`src/rtl/app_link_pkg.sv`:
```
// Shared constants and types for the pulse-position optical link application endpoints.
// Used by both the receiver and the transmitter-side peer.
package app_link_pkg;

   localparam int N_PKT = 48;

   localparam logic [N_PKT-1:0] READY_PACKET = 48'h1f_1f1f_1f1f_99;
   localparam logic [N_PKT-1:0] ACK_PACKET   = 48'h2d_2d2d_2d2d_66;
   localparam logic [N_PKT-1:0] NAK_PACKET   = 48'ha5_a5a5_a5a5_12;

   localparam logic [31:0] TIMEOUT_TICKS  = 32'hFFFF;
   localparam int          ERRORS_ALLOWED = 8;
   localparam int          ERR_CNT_W      = $clog2(ERRORS_ALLOWED + 1);

   typedef enum logic [1:0] {
      ERR_OK      = 2'b00,
      ERR_TIMEOUT = 2'b01,
      ERR_RETRY   = 2'b10,
      ERR_RSVD    = 2'b11
   } err_code_e;

   typedef enum logic [2:0] {
      ST_IDLE,
      ST_TX_LOAD,
      ST_TX_WAIT,
      ST_RX_WAIT,
      ST_DONE
   } link_state_e;

   function automatic logic retry_exhausted(input logic [ERR_CNT_W-1:0] cnt_next);
      return cnt_next == ERR_CNT_W'(ERRORS_ALLOWED);
   endfunction

endpackage

```
`src/rtl/app_enc_launcher.sv`:
```
// Encoder handshake: wait for encoder idle, fire one start pulse, then wait for the
// encoder to go busy and return idle before signalling completion.
module app_enc_launcher
   import app_link_pkg::*;
(
   input  logic clk,
   input  logic rst,
   input  logic launch,
   input  logic avail_enc,
   output logic start_enc,
   output logic done
);

   typedef enum logic [1:0] {
      L_IDLE,
      L_LOAD,
      L_WAIT
   } launch_state_e;

   launch_state_e state;
   logic          seen_low;

   always_ff @(posedge clk or posedge rst) begin
      if (rst) begin
         state     <= L_IDLE;
         start_enc <= 1'b0;
         done      <= 1'b0;
         seen_low  <= 1'b0;
      end else begin
         start_enc <= 1'b0;
         done      <= 1'b0;
         unique case (state)
            L_IDLE: begin
               if (launch) state <= L_LOAD;
            end
            L_LOAD: begin
               if (avail_enc) begin
                  start_enc <= 1'b1;
                  seen_low  <= 1'b0;
                  state     <= L_WAIT;
               end
            end
            L_WAIT: begin
               // completion needs a full busy period, not just idle right after the pulse
               if (!avail_enc) begin
                  seen_low <= 1'b1;
               end else if (seen_low) begin
                  done  <= 1'b1;
                  state <= L_IDLE;
               end
            end
            default: state <= L_IDLE;
         endcase
      end
   end

endmodule

```
`src/rtl/app_packet_receiver.sv`:
```
// Receive endpoint: announce READY, take one decoder packet, answer ACK/NAK,
// present the payload or report timeout / retry exhaustion.
//
// state      | meaning
// IDLE       | waiting for start
// TX_LOAD    | control word loaded, waiting for encoder launch
// TX_WAIT    | encoder transmitting the control word
// RX_WAIT    | waiting for a decoder packet, timeout running
// DONE       | ACK sent, publish payload
module app_packet_receiver
   import app_link_pkg::*;
(
   input  logic             clk,
   input  logic             rst_n,
   input  logic             start,
   output logic [N_PKT-1:0] data_recv,
   output logic             avail,
   output logic [1:0]       err_code,
   output logic             start_ENC,
   input  logic             avail_ENC,
   output logic [N_PKT-1:0] data_ENC,
   input  logic [N_PKT-1:0] data_DEC,
   input  logic             avail_DEC,
   input  logic             error_DEC,
   output logic             read_DEC
);

   link_state_e          state;
   logic                 launch;
   logic                 tx_done;
   logic                 tx_is_ack;
   logic [31:0]          tmo_cnt;
   logic [ERR_CNT_W-1:0] err_cnt;

   app_enc_launcher u_launcher (
      .clk       (clk),
      .rst       (rst_n),
      .launch    (launch),
      .avail_enc (avail_ENC),
      .start_enc (start_ENC),
      .done      (tx_done)
   );

   always_ff @(posedge clk or posedge rst_n) begin
      if (rst_n) begin
         state     <= ST_IDLE;
         data_recv <= '0;
         avail     <= 1'b0;
         err_code  <= ERR_OK;
         data_ENC  <= '0;
         read_DEC  <= 1'b0;
         launch    <= 1'b0;
         tx_is_ack <= 1'b0;
         tmo_cnt   <= '0;
         err_cnt   <= '0;
      end else begin
         launch   <= 1'b0;
         read_DEC <= 1'b0;
         unique case (state)
            ST_IDLE: begin
               if (start) begin
                  data_ENC  <= READY_PACKET;
                  avail     <= 1'b0;
                  err_code  <= ERR_OK;
                  err_cnt   <= '0;
                  tx_is_ack <= 1'b0;
                  launch    <= 1'b1;
                  state     <= ST_TX_LOAD;
               end
            end
            ST_TX_LOAD: begin
               if (start_ENC) state <= ST_TX_WAIT;
            end
            ST_TX_WAIT: begin
               if (tx_done) begin
                  if (tx_is_ack) begin
                     state <= ST_DONE;
                  end else begin
                     // down-count: reaching zero means TIMEOUT_TICKS cycles spent waiting
                     tmo_cnt <= TIMEOUT_TICKS - 32'd1;
                     state   <= ST_RX_WAIT;
                  end
               end
            end
            ST_RX_WAIT: begin
               tmo_cnt <= tmo_cnt - 32'd1;
               if (avail_DEC) begin
                  read_DEC <= 1'b1;
                  if (!error_DEC) begin
                     data_recv <= data_DEC;
                     data_ENC  <= ACK_PACKET;
                     tx_is_ack <= 1'b1;
                     launch    <= 1'b1;
                     state     <= ST_TX_LOAD;
                  end else if (retry_exhausted(err_cnt + 1'b1)) begin
                     err_cnt  <= err_cnt + 1'b1;
                     err_code <= ERR_RETRY;
                     state    <= ST_IDLE;
                  end else begin
                     err_cnt  <= err_cnt + 1'b1;
                     data_ENC <= NAK_PACKET;
                     launch   <= 1'b1;
                     state    <= ST_TX_LOAD;
                  end
               end else if (tmo_cnt == '0) begin
                  err_code <= ERR_TIMEOUT;
                  state    <= ST_IDLE;
               end
            end
            ST_DONE: begin
               avail    <= 1'b1;
               err_code <= ERR_OK;
               state    <= ST_IDLE;
            end
            default: state <= ST_IDLE;
         endcase
      end
   end

endmodule

```
`config.mk`:
```
export PLATFORM = sky130hd
export DESIGN_NAME = app_packet_receiver
export DESIGN_NICKNAME = d
export VERILOG_FILES = /design/src/rtl/app_link_pkg.sv /design/src/rtl/app_enc_launcher.sv /design/src/rtl/app_packet_receiver.sv
export SDC_FILE = /design/constraint.sdc
export NUM_CORES = 1
export LEC_CHECK = 0
export ABC_AREA = 1
export CAP_MARGIN = 30
export CORE_ASPECT_RATIO = 0.8
export CORE_MARGIN = 2
export CORE_UTILIZATION = 50
export DETAILED_ROUTE_END_ITERATION = 10
export PLACE_DENSITY_LB_ADDON = 0.1
export SLEW_MARGIN = 10
export SYNTH_ARGS = -nofsm -noshare
export SYNTH_HDL_FRONTEND = slang
export SYNTH_SLANG_ARGS = --single-unit
```
`constraint.sdc`:
```
create_clock -name clk -period 6.65 [get_ports clk]
set_clock_uncertainty 0.15 [all_clocks]
set_input_delay 1.33 -clock clk [delete_from_list [all_inputs] [get_ports clk]]
set_output_delay 1.33 -clock clk [all_outputs]
set_load 0.05 [all_outputs]
```
==> summary.txt, run 1 <==
GRT
  • Largest net degree at the start of global routing: 66
  • Total GRT Usage: 21.33%
  • First-pass GRT wire length: 20440 um
  • Vias in the first global route: 4269
  • Initial antenna violation count: 0
  • GRT overflow: 0

Detailed routing
  • ANT nets after route: 0
  • Wire per inst: between 10 and 15 um
  • Vias/cell: 5.071
  • DR iter-0 viols: 270
  • Vias: around 4400
  • Drt first pass iters: 4
  • Drt drc: 0
  • Routed WL: 12620 um

Status
  • Outcome: finished, final reports clean

Critical path
  • WP data arrival: 1.79 ns
  • Worst r2r path cells: 9
  • Worst-path cell chain: clkdlybuf4s50_1
  • Critical-path top delay cell: clkdlybuf4s50_1
  • Slowest Stage Delay on Critical Path: just under 0.9 ns
  • CP Capture Type: output pin
  • Worst path depth: 1
  • Delay-heaviest family, CP: buffers and inverters
  • CP bufs+invs: 1
  • Setup CP Type: reg2out
  • CP Max Fanout: 14
  • Critical path startpoint category: flop
  • Worst EP required: 5.17 ns

Clock network
  • Clk slew on worst S/H paths: 0.08 ns
  • Worst-case clock buffer depth: 2
  • Clock Latency Late Sink: 0.35 ns
  • # resized after CTS: 0
  • Cts bufs inserted: 9
  • Post-CTS Setup Inserts: 0
  • CTS tree: built
  • Htree depth: 3
  • Hold buffer count at CTS: 0
  • Clk sink count: 105
  • Root Buffer: clkbuf_16

Timing
  • Worst Tran Pin Value: 0.9250 ns
  • Slack of the critical path: 3.382 ns
  • Fmax: 306.0 MHz
  • Final count of negative-setup-slack endpoints: 0
  • Fin. Hold Viols: 0
  • Worst rel slew slack: 38.33%
  • Slew Viols, Final: 0
  • Setup TNS: 0 ns
  • RSZ-0062 raised after global routing: no
  • Period utilization: 49.14%
  • Fin crit period: 3.268 ns

Placement
  • Post-placement setup slack: 3.324 ns
  • Routability cong.: 0.9489
  • DP HPWL: 9154 um
  • Port buffer count: about 150
  • Placed instance count: 856

Synthesis
  • Mapped cell area: 0.005585 sq mm
  • Async SR Flop Fraction: 100.0%
  • Largest family of logic cells by synthesized area: simple AND/OR/NAND/NOR gates
  • Post-Synthesis Cells: slightly above 600
  • Cell taking the most area after synthesis: dfrtp_1
  • Simple-gate portion of the synthesized area: 21.28%
  • Post-synthesis sequential area ratio: 47.04%
  • Post-Syn Area per Cell: 9.156 sq um
  • Post-synthesis mux area share: around an eighth
  • Commonest cells in the netlist: nand2_1, dfrtp_1, nor2_1
  • Yosys top cell area share: between 40% and 50%
  • Largest cells by area after synthesis: dfrtp_1, mux2_4, nand2_1
  • Post-synth EDFFs: 0
  • Post-synthesis xor/xnor area fraction: 0.1568%
  • Synth cell types: 33
  • Post-synth top flop: dfrtp_1
  • Synth Area in Compound Gates: approximately 5.9%
  • Adder-cell share of the synthesized area: less than 1%
  • Yosys reg bits: 105
  • Synth warnings: 0
  • Most frequent cell after synthesis: nand2_1

Floorplanning
  • Starting Density: ~51%
  • Cell Rows: 34
  • Floorplan core area: 0.01089 sq mm
  • Die ar.: 0.01204 sq mm
  • Die Y: 98.54 um
  • Die width: around 120 um
  • IO Pins: approximately 160

Worst hold path
  • Worst hold stages: 1
  • Hold Crit Class: reg2reg

Finish
  • Layout area overhead: 28.36%
  • Nets: 780
  • Share of cells above drive strength 1: 11.40%
  • Fin cells: 872
  • Fill cells: roughly 940
  • Utilization after layout: 65.83%
  • ANT cells: 0

Job
  • Maxcap violations: 0

Power
  • Pleak: around 3.5 nW
  • Power density cells: roughly 590 mW/mm^2
  • Worst vdd ir: between 0.3 and 0.4 mV
## layout by cell type, fill, tap and decap left out, types with 2 or more instances in the layout
cell type / count
inv_1: 63
nand3_1: 47
o21ai_1: 7
dfrtp_1: 105
nor2_4: 4
nand2_1: 124
clkdlybuf4s50_1: 149
mux2_4: 48
o21ai_0: 32
clkbuf_16: 9
a21oi_1: 12
o21ai_2: 4
nor2_1: 77
nand2_2: 3
ha_1: 3
conb_1: 5
nand4_1: 11
clkinv_8: 2
nor2_2: 2
clkinv_4: 2
## power by group
group | switching [mW] | internal, mW | total (mW)
logic | 1.63 | 0.869 | 2.50
registers | 0.247 | 0.923 | 1.17
clock network | 0.260 | 0.276 | 0.536
## worst paths after layout
| kind | slack (ns) | from | end |
|---|---|---|---|
| worst min register to register | 0.29 | u_launcher.state[0]$_DFFE_PP0P_ | u_launcher.done$_DFF_PP0_ |
| max in group asynchronous | 3.91 | rst_n | tmo_cnt[19]$_DFFE_PP0P_ |
| worst max-delay path | 3.38 | data_ENC[44]$_DFFE_PP0P_ | data_ENC[25] |
| worst min-delay path | 0.29 | u_launcher.state[0]$_DFFE_PP0P_ | u_launcher.done$_DFF_PP0_ |
| min in group asynchronous | 1.23 | rst_n | data_recv[33]$_DFFE_PP0P_ |
| worst max register to register | 4.00 | state[2]$_DFFE_PP0P_ | data_ENC[42]$_DFFE_PP0P_ |
## layout make-up
| class | instances | area [sq um] | area share (%) |
|---|---|---|---|
| Sequential cell | 105 | 2628 | 36.65 |
| Multi-Input combinational cell | 391 | 2303 | 32.13 |
| Timing Repair Buffer | 150 | 1499 | 20.91 |
| Inverter | 66 | 250.2 | 3.490 |
| Clock buffer | 10 | 239.0 | 3.333 |
| Tap cell | 144 | 180.2 | 2.513 |
| Clock inverter | 6 | 70.07 | 0.9773 |
## cell families (layout without fill, tap and decap cells)
logic type / after synthesis / count (layout)
mux: 48 / 48
flops: 105 / 105
simple gates: 274 / 274
compound gates: 60 / 60
other cells: 1 / 5
xor+xnor: 1 / 1
fa+ha+maj: 3 / 3
buf+inv: 118 / 232
## metrics by stage
| stage | power (mW) | hold slack, ns | instance area [sq um] |
|---|---|---|---|
| final | 4.207 | 0.2856 | 7169 |
| after global routing | 4.455 | 0.3280 | 7169 |
| after CTS | 4.220 | 0.2871 | 7169 |
| after detailed placement | 3.662 | 0.2749 | 6860 |
| after global placement | 3.614 | 0.2709 | 6860 |
| after floorplan | 3.033 | 0.2593 | 5600 |
## registers in the layout, indices dropped and copies added, names as in the netlist
name and count:
avail 1, data_ENC 7, launch 1, u_launcher.start_enc 1
u_launcher.done 1, tmo_cnt 32, err_code 2, err_cnt 4
data_recv 48, read_DEC 1, tx_is_ack 1, u_launcher.state 2
u_launcher.seen_low 1, state 3
## layer usage
layer  GRT usage [%]  wire length, um  share of wire (%)
met1           30.22             5824                 46
met2           33.35             5784                 46
met3           5.498              861                6.8
met5               0                0                  0
met4           4.509              152                1.2
## worst reg2reg max path, delay by kind of cell (launching register included)
kind | cells | cell delay (ns)
AOI/OAI and AO/OA | 1 | 0.07
DFF | 1 | 0.39
buffers and inverters | 3 | 0.89
and+or+nand+nor | 5 | 1.04
Note: power is estimated with default switching activity, not from simulation.
==> run 2, diff against run 1 <==
Settings changed: CORE_UTILIZATION 50 to 49.
Clock period 6.65 ns to 3.3 ns, I/O delays scaled along.
==> run 2 against run 1 <==
Total power grew 100%. Sequential power grew 100%. Worst setup slack lost 2.7 ns. Clock power grew 96%.
==> summary.txt, run 2 (synthesized netlist as in run 1, its figures left out) <==
Timing
  • Fin. Hold Viols: 0 (unchanged)
  • Fin crit period: 2.601 ns
  • RSZ-0062 raised after global routing: no
  • Worst Tran Pin Value: 0.7274 ns (-0.1976 ns)
  • Fmax: 384.5 MHz
  • Final count of negative-setup-slack endpoints: 0 (unchanged)
  • Slew Viols, Final: 0 (unchanged)
  • Period utilization: 78.81%
  • Setup TNS: 0 ns (unchanged)
  • Worst rel slew slack: 51.51% (+13 points)

Detailed routing
  • ANT nets after route: 0 (unchanged)
  • DR iter-0 viols: 271 (+0.37%)
  • Drt first pass iters: 5 (+1)
  • Vias/cell: 5.058 (-0.25%)
  • Drt drc: 0 (unchanged)
  • Wire per inst: 15.00 um (+3.6%)
  • Routed WL: 13110 um (+3.9%)
  • Vias: 4421 (-0.023%)

GRT
  • First-pass GRT wire length: 21830 um (+6.8%)
  • Largest net degree at the start of global routing: 58 (-12%)
  • GRT overflow: 0 (unchanged)
  • Total GRT Usage: 22.52% (+1.2 points)
  • Vias in the first global route: 4427 (+3.7%)
  • Initial antenna violation count: 0 (unchanged)

Finish
  • Utilization after layout: 65.48% (-0.35 points)
  • Share of cells above drive strength 1: 11.64% (+0.24 points)
  • Final Cell Area: 0.007187 sq mm (+0.24%)
  • Top flop regs: data_recv: 48 flops, tmo_cnt: 32 flops, data_ENC: 7 flops
  • Biggest register: data_recv
  • Fill cells: 910 (-3.4%)
  • Fin cells: 874 (+0.23%)
  • Layout area overhead: 28.67%
  • Max reg flops: 48 (unchanged)
  • ANT cells: 0 (unchanged)
  • Most frequent cells in the layout: clkdlybuf4s50_1, nand2_1, dfrtp_1, nor2_1, inv_1
  • Most common cell after layout, fill and taps aside: clkdlybuf4s50_1
  • Nets: 783 (+0.38%)

Clock network
  • # resized after CTS: 0 (unchanged)
  • Post-CTS Setup Inserts: 0 (unchanged)
  • Worst-case clock buffer depth: 2 (unchanged)
  • Clock Latency Late Sink: 0.35 ns (about the same)
  • Root Buffer: clkbuf_16
  • Clk slew on worst S/H paths: 0.08 ns (about the same)
  • Cts bufs inserted: 9 (unchanged)
  • CTS tree: built
  • Hold buffer count at CTS: 0 (unchanged)
  • Htree depth: 3 (unchanged)
  • Clk sink count: 105 (unchanged)

Job
  • Maxcap violations: 0 (unchanged)

Power
  • Pleak: 3.480 nW (+0.23%)
  • Worst vdd ir: 0.7712 mV (+130%)
  • Power Total: 8.458 mW (+100%)
  • Combinational share of power: 59.8% (+0.4 points)
  • Clock power share: 12.4% (-0.4 points)
  • Int Pwr: 4.148 mW (+100%)
  • Power density cells: 1177 mW/mm^2 (+100%)
  • Flop pwr share: 27.9% (about the same)
  • Sw Ratio: 50.96% (+0.13 points)
  • Sw Pwr: 4.310 mW (+100%)

Placement
  • Routability cong.: 0.8990 (-5.3%)
  • Placed instance count: 859 (+0.35%)
  • Port buffer count: 149 (unchanged)
  • DP HPWL: 9639 um (+5.3%)
  • Placed inst area: 0.006897 sq mm (+0.53%)

Floorplanning
  • Die width: 123.4 um (+0.98%)
  • Die ar.: 0.01227 sq mm (+2.0%)
  • Cell Rows: 34 (unchanged)
  • Starting Density: 50.89% (-0.40 points)
  • Floorplan core area: 0.01098 sq mm (+0.78%)
  • IO Pins: 155 (unchanged)
  • Die Y: 99.50 um (+0.97%)

Critical path
  • Setup CP Type: reg2out
  • Worst EP required: 2.49 ns (-2.68 ns)
  • WP data arrival: 1.79 ns (about the same)
  • Delay-heaviest family, CP: buffers and inverters
  • CP Max Fanout: 14 (unchanged)
  • CP bufs+invs: 1 (unchanged)
  • Critical-path top delay cell: clkdlybuf4s50_1
  • CP Capture Type: output pin
  • Slowest Stage Delay on Critical Path: 0.88 ns (about the same)
  • Worst-path cell chain: clkdlybuf4s50_1
  • R2r setup slk: 1.02 ns (-2.98 ns)
  • Critical path startpoint category: flop

Worst hold path
  • Hold Crit Class: reg2reg

Status
  • Outcome: finished, final reports clean
[run 2: cell count changes in the layout (fill, tap and decap cells not counted), sizes merged]
cell,previous run,this run
clkbuf,10,9
buf,1,4
clkinvlp,0,1
inv,67,66
[run 2: worst paths after layout]
check                                                startpoint                         to  depth (start not counted)
worst max-delay path                   data_ENC[44]$_DFFE_PP0P_               data_ENC[20]                          1
worst min register to register  u_launcher.state[0]$_DFFE_PP0P_  u_launcher.done$_DFF_PP0_                          1
min in group asynchronous                                 rst_n  data_recv[47]$_DFFE_PP0P_                          3
max in group asynchronous                                 rst_n    tmo_cnt[22]$_DFFE_PP0P_                          3
worst max register to register             state[2]$_DFFE_PP0P_    tmo_cnt[10]$_DFFE_PP0P_                          8
worst min-delay path            u_launcher.state[0]$_DFFE_PP0P_  u_launcher.done$_DFF_PP0_                          1
[run 2: power by group through the flow]
stage / combinational [mW] / clock [mW] / sequential [mW]
after floorplan: 2.65 / 0 / 3.46
after global placement: 4.98 / 0 / 2.34
after detailed placement: 5.05 / 0 / 2.35
after CTS: 5.06 / 1.07 / 2.35
after global routing: 5.40 / 1.13 / 2.45
final: 5.05 / 1.05 / 2.36
[run 2: per-layer routing]
metal	part of all wire [%]	vias up	GRT usage, %
met5	0	-	0
met4	1.1	0	3.759
met1	46	2109	31.53
met3	6.3	16	6.995
met2	46	146	35.12
li1	-	2150	-
[run 2: cell type report]
type	count	area (sq um)	area share [%]
repair buffers	153	1534	21.34
multi-input cells	391	2303	32.05
flip-flops and latches	105	2628	36.56
clock buffers	9	225.2	3.134
well taps	144	180.2	2.507
inverters	66	251.5	3.499
clock inverters	6	65.06	0.9053
[run 2: through the flow]
stage	worst slack [ns]	hold slack [ns]
floorplan	1.230	0.2593
global placement	0.8989	0.2693
detailed placement	0.8324	0.2755
CTS	0.6767	0.2886
global route	0.6297	0.3077
finish	0.6994	0.2878
==> run 3, diff against run 2 <==
Settings changed: CORE_UTILIZATION 49 to 44.
Clock period 3.3 ns to 2.15 ns, I/O delays scaled along.
==> run 3 against run 2 <==
Via count down 0.25%. Non-clock buffer count rose by 16. Sequential power up 53%. Hold slack got worse by 0.0036 ns. Critical path depth unchanged. Sequential share of layout area fell by 0.63 points. Largest cell class unchanged. Largest power group unchanged. Highest routed layer unchanged.
==> summary.txt, run 3 (synthesized netlist as in run 1, its figures left out) <==
Finish
  • Nets: 799 (+2.0%)
  • Max reg flops: 48 (unchanged)
  • Final Cell Area: 0.007312 sq mm (+1.7%)
  • Layout area overhead: 30.91%
  • Most frequent cells in the layout: nand2_1, dfrtp_1, clkdlybuf4s50_1, nor2_1
  • Most common cell after layout, fill and taps aside: nand2_1
  • Biggest register: data_recv
  • Share of cells above drive strength 1: 20.11% (+8.5 points)
  • ANT cells: 0 (unchanged)
  • Top flop regs: data_recv: 48 flops, tmo_cnt: 32 flops, data_ENC: 7 flops

Power
  • Power density cells: 1785 mW/mm^2 (+52%)
  • Pleak: 3.778 nW (+8.6%)
  • Worst vdd ir: 1.125 mV (+46%)

Clock network
  • # resized after CTS: 3 (+3)
  • Worst-case clock buffer depth: 2 (unchanged)
  • Clk slew on worst S/H paths: 0.07 ns (about the same)
  • Htree depth: 3 (unchanged)
  • Cts bufs inserted: 9 (unchanged)
  • Root Buffer: clkbuf_16
  • Clock Latency Late Sink: 0.35 ns (about the same)
  • Hold buffer count at CTS: 0 (unchanged)
  • Clk sink count: 105 (unchanged)
  • CTS tree: built
  • Post-CTS Setup Inserts: 0 (unchanged)

Timing
  • Period utilization: 98.18%
  • Fin crit period: 2.111 ns
  • Setup TNS: 0 ns (unchanged)
  • Hold slack final: 0.2842 ns (-0.003587 ns)
  • Slack of the critical path: 0.03917 ns (-0.6603 ns)
  • Final count of negative-setup-slack endpoints: 0 (unchanged)
  • Fmax: roughly 470 MHz
  • Slew Viols, Final: 0 (unchanged)
  • RSZ-0062 raised after global routing: no
  • Worst rel slew slack: 64.31% (+13 points)
  • Fin. Hold Viols: 0 (unchanged)
  • Worst Tran Pin Value: 0.5344 ns (-0.1930 ns)

Status
  • Outcome: finished, final reports clean

GRT
  • First-pass GRT wire length: 21420 um (-1.9%)
  • Total GRT Usage: 19.86% (-2.7 points)
  • Largest net degree at the start of global routing: 37 (-36%)
  • Vias in the first global route: 4211 (-4.9%)
  • GRT overflow: 0 (unchanged)
  • Initial antenna violation count: 0 (unchanged)

Placement
  • Post-placement setup slack: 0.1021 ns (-0.7303 ns)
  • DP HPWL: 9982 um (+3.6%)
  • Port buffer count: 149 (unchanged)
  • Routability cong.: 0.9230 (+2.7%)
  • Placed inst area: 0.006990 sq mm (+1.4%)

Floorplanning
  • Die Y: 104.8 um (+5.3%)
  • Die width: 130.0 um (+5.3%)
  • Starting Density: 45.42% (-5.5 points)
  • Cell Rows: 36 (+5.9%)
  • Floorplan core area: 0.01230 sq mm (+12%)
  • IO Pins: 155 (unchanged)
  • Die ar.: 0.01362 sq mm (+11%)

Detailed routing
  • Wire per inst: 14.21 um (-5.2%)
  • Routed WL: 13030 um (-0.59%)
  • ANT nets after route: 0 (unchanged)
  • Drt drc: 0 (unchanged)
  • Vias/cell: 4.809 (-4.9%)
  • Vias: 4410 (-0.25%)
  • Drt first pass iters: 5 (unchanged)
  • DR iter-0 viols: 309 (+14%)

Critical path
  • CP Max Fanout: 2 (-12)
  • Critical Path End: data_recv[26]
  • Critical-path top delay cell: clkdlybuf4s50_1
  • Worst r2r path cells: 11 (+3)
  • Setup CP Type: reg2out
  • Worst EP required: 1.57 ns (-0.92 ns)
  • Critical path startpoint category: flop
  • CP Capture Type: output pin
  • RR Endpoint: tmo_cnt[20]$_DFFE_PP0P_
  • WP data arrival: 1.53 ns (-0.26 ns)
  • Worst path depth: 1 (unchanged)
  • R2r setup slk: 0.23 ns (-0.79 ns)
  • Worst-path cell chain: clkdlybuf4s50_1
  • CP bufs+invs: 1 (unchanged)
  • Critical path startpoint: data_recv[26]$_DFFE_PP0P_
  • Worst r2r src: tmo_cnt[0]$_DFFE_PP0P_
  • Slowest Stage Delay on Critical Path: 0.82 ns (-0.06 ns)
  • Delay-heaviest family, CP: buffers and inverters

Worst hold path
  • Hold Crit Class: in2async

Job
  • Maxcap violations: 0 (unchanged)
==> run 3: per-layer routing <==
layer | track usage, % | part of all wire [%]
met3 | 4.352 | 5.2
met4 | 5.146 | 1.4
met5 | 0 | 0
met2 | 31.00 | 48
met1 | 27.97 | 46
==> run 3: worst min-delay path by stage <==
| stage | startpoint | to | slack, ns | depth (start not counted) |
|---|---|---|---|---|
| 6_report | rst_n | data_recv[32]$_DFFE_PP0P_ | 0.28 | 2 |
| 5_1_grt | rst_n | data_recv[31]$_DFFE_PP0P_ | 0.31 | 2 |
| 4_1_cts | rst_n | data_recv[35]$_DFFE_PP0P_ | 0.28 | 2 |
| 3_5_place_dp | u_launcher.state[0]$_DFFE_PP0P_ | u_launcher.done$_DFF_PP0_ | 0.30 | 1 |
| 3_3_place_gp | u_launcher.state[0]$_DFFE_PP0P_ | u_launcher.done$_DFF_PP0_ | 0.28 | 1 |
| 2_1_floorplan | u_launcher.state[0]$_DFFE_PP0P_ | u_launcher.done$_DFF_PP0_ | 0.26 | 1 |
==> run 3: through the flow <==
stage	std cells	total power, mW	utilization (%)
global route	917	13.84	59.46
finish	917	13.05	59.46
global placement	902	11.33	56.85
floorplan	614	9.383	-
detailed placement	902	11.43	56.85
CTS	917	13.14	59.22
==> run 3: area by class of cell <==
type                       count  area (sq um)
fill                        1064          4985
sequential                   105          2628
multi-input combinational    391          2306
timing repair buffer         169          1618
inverter                      66         251.5
clock buffer                  11         242.7
tap                          171         214.0
clock inverter                 4         52.55
==> run 3: power breakdown <==
group          switching [mW]  internal [mW]
registers               0.746           2.86
clock network           0.738          0.934
logic                    5.07           2.70
total                    6.56           6.49
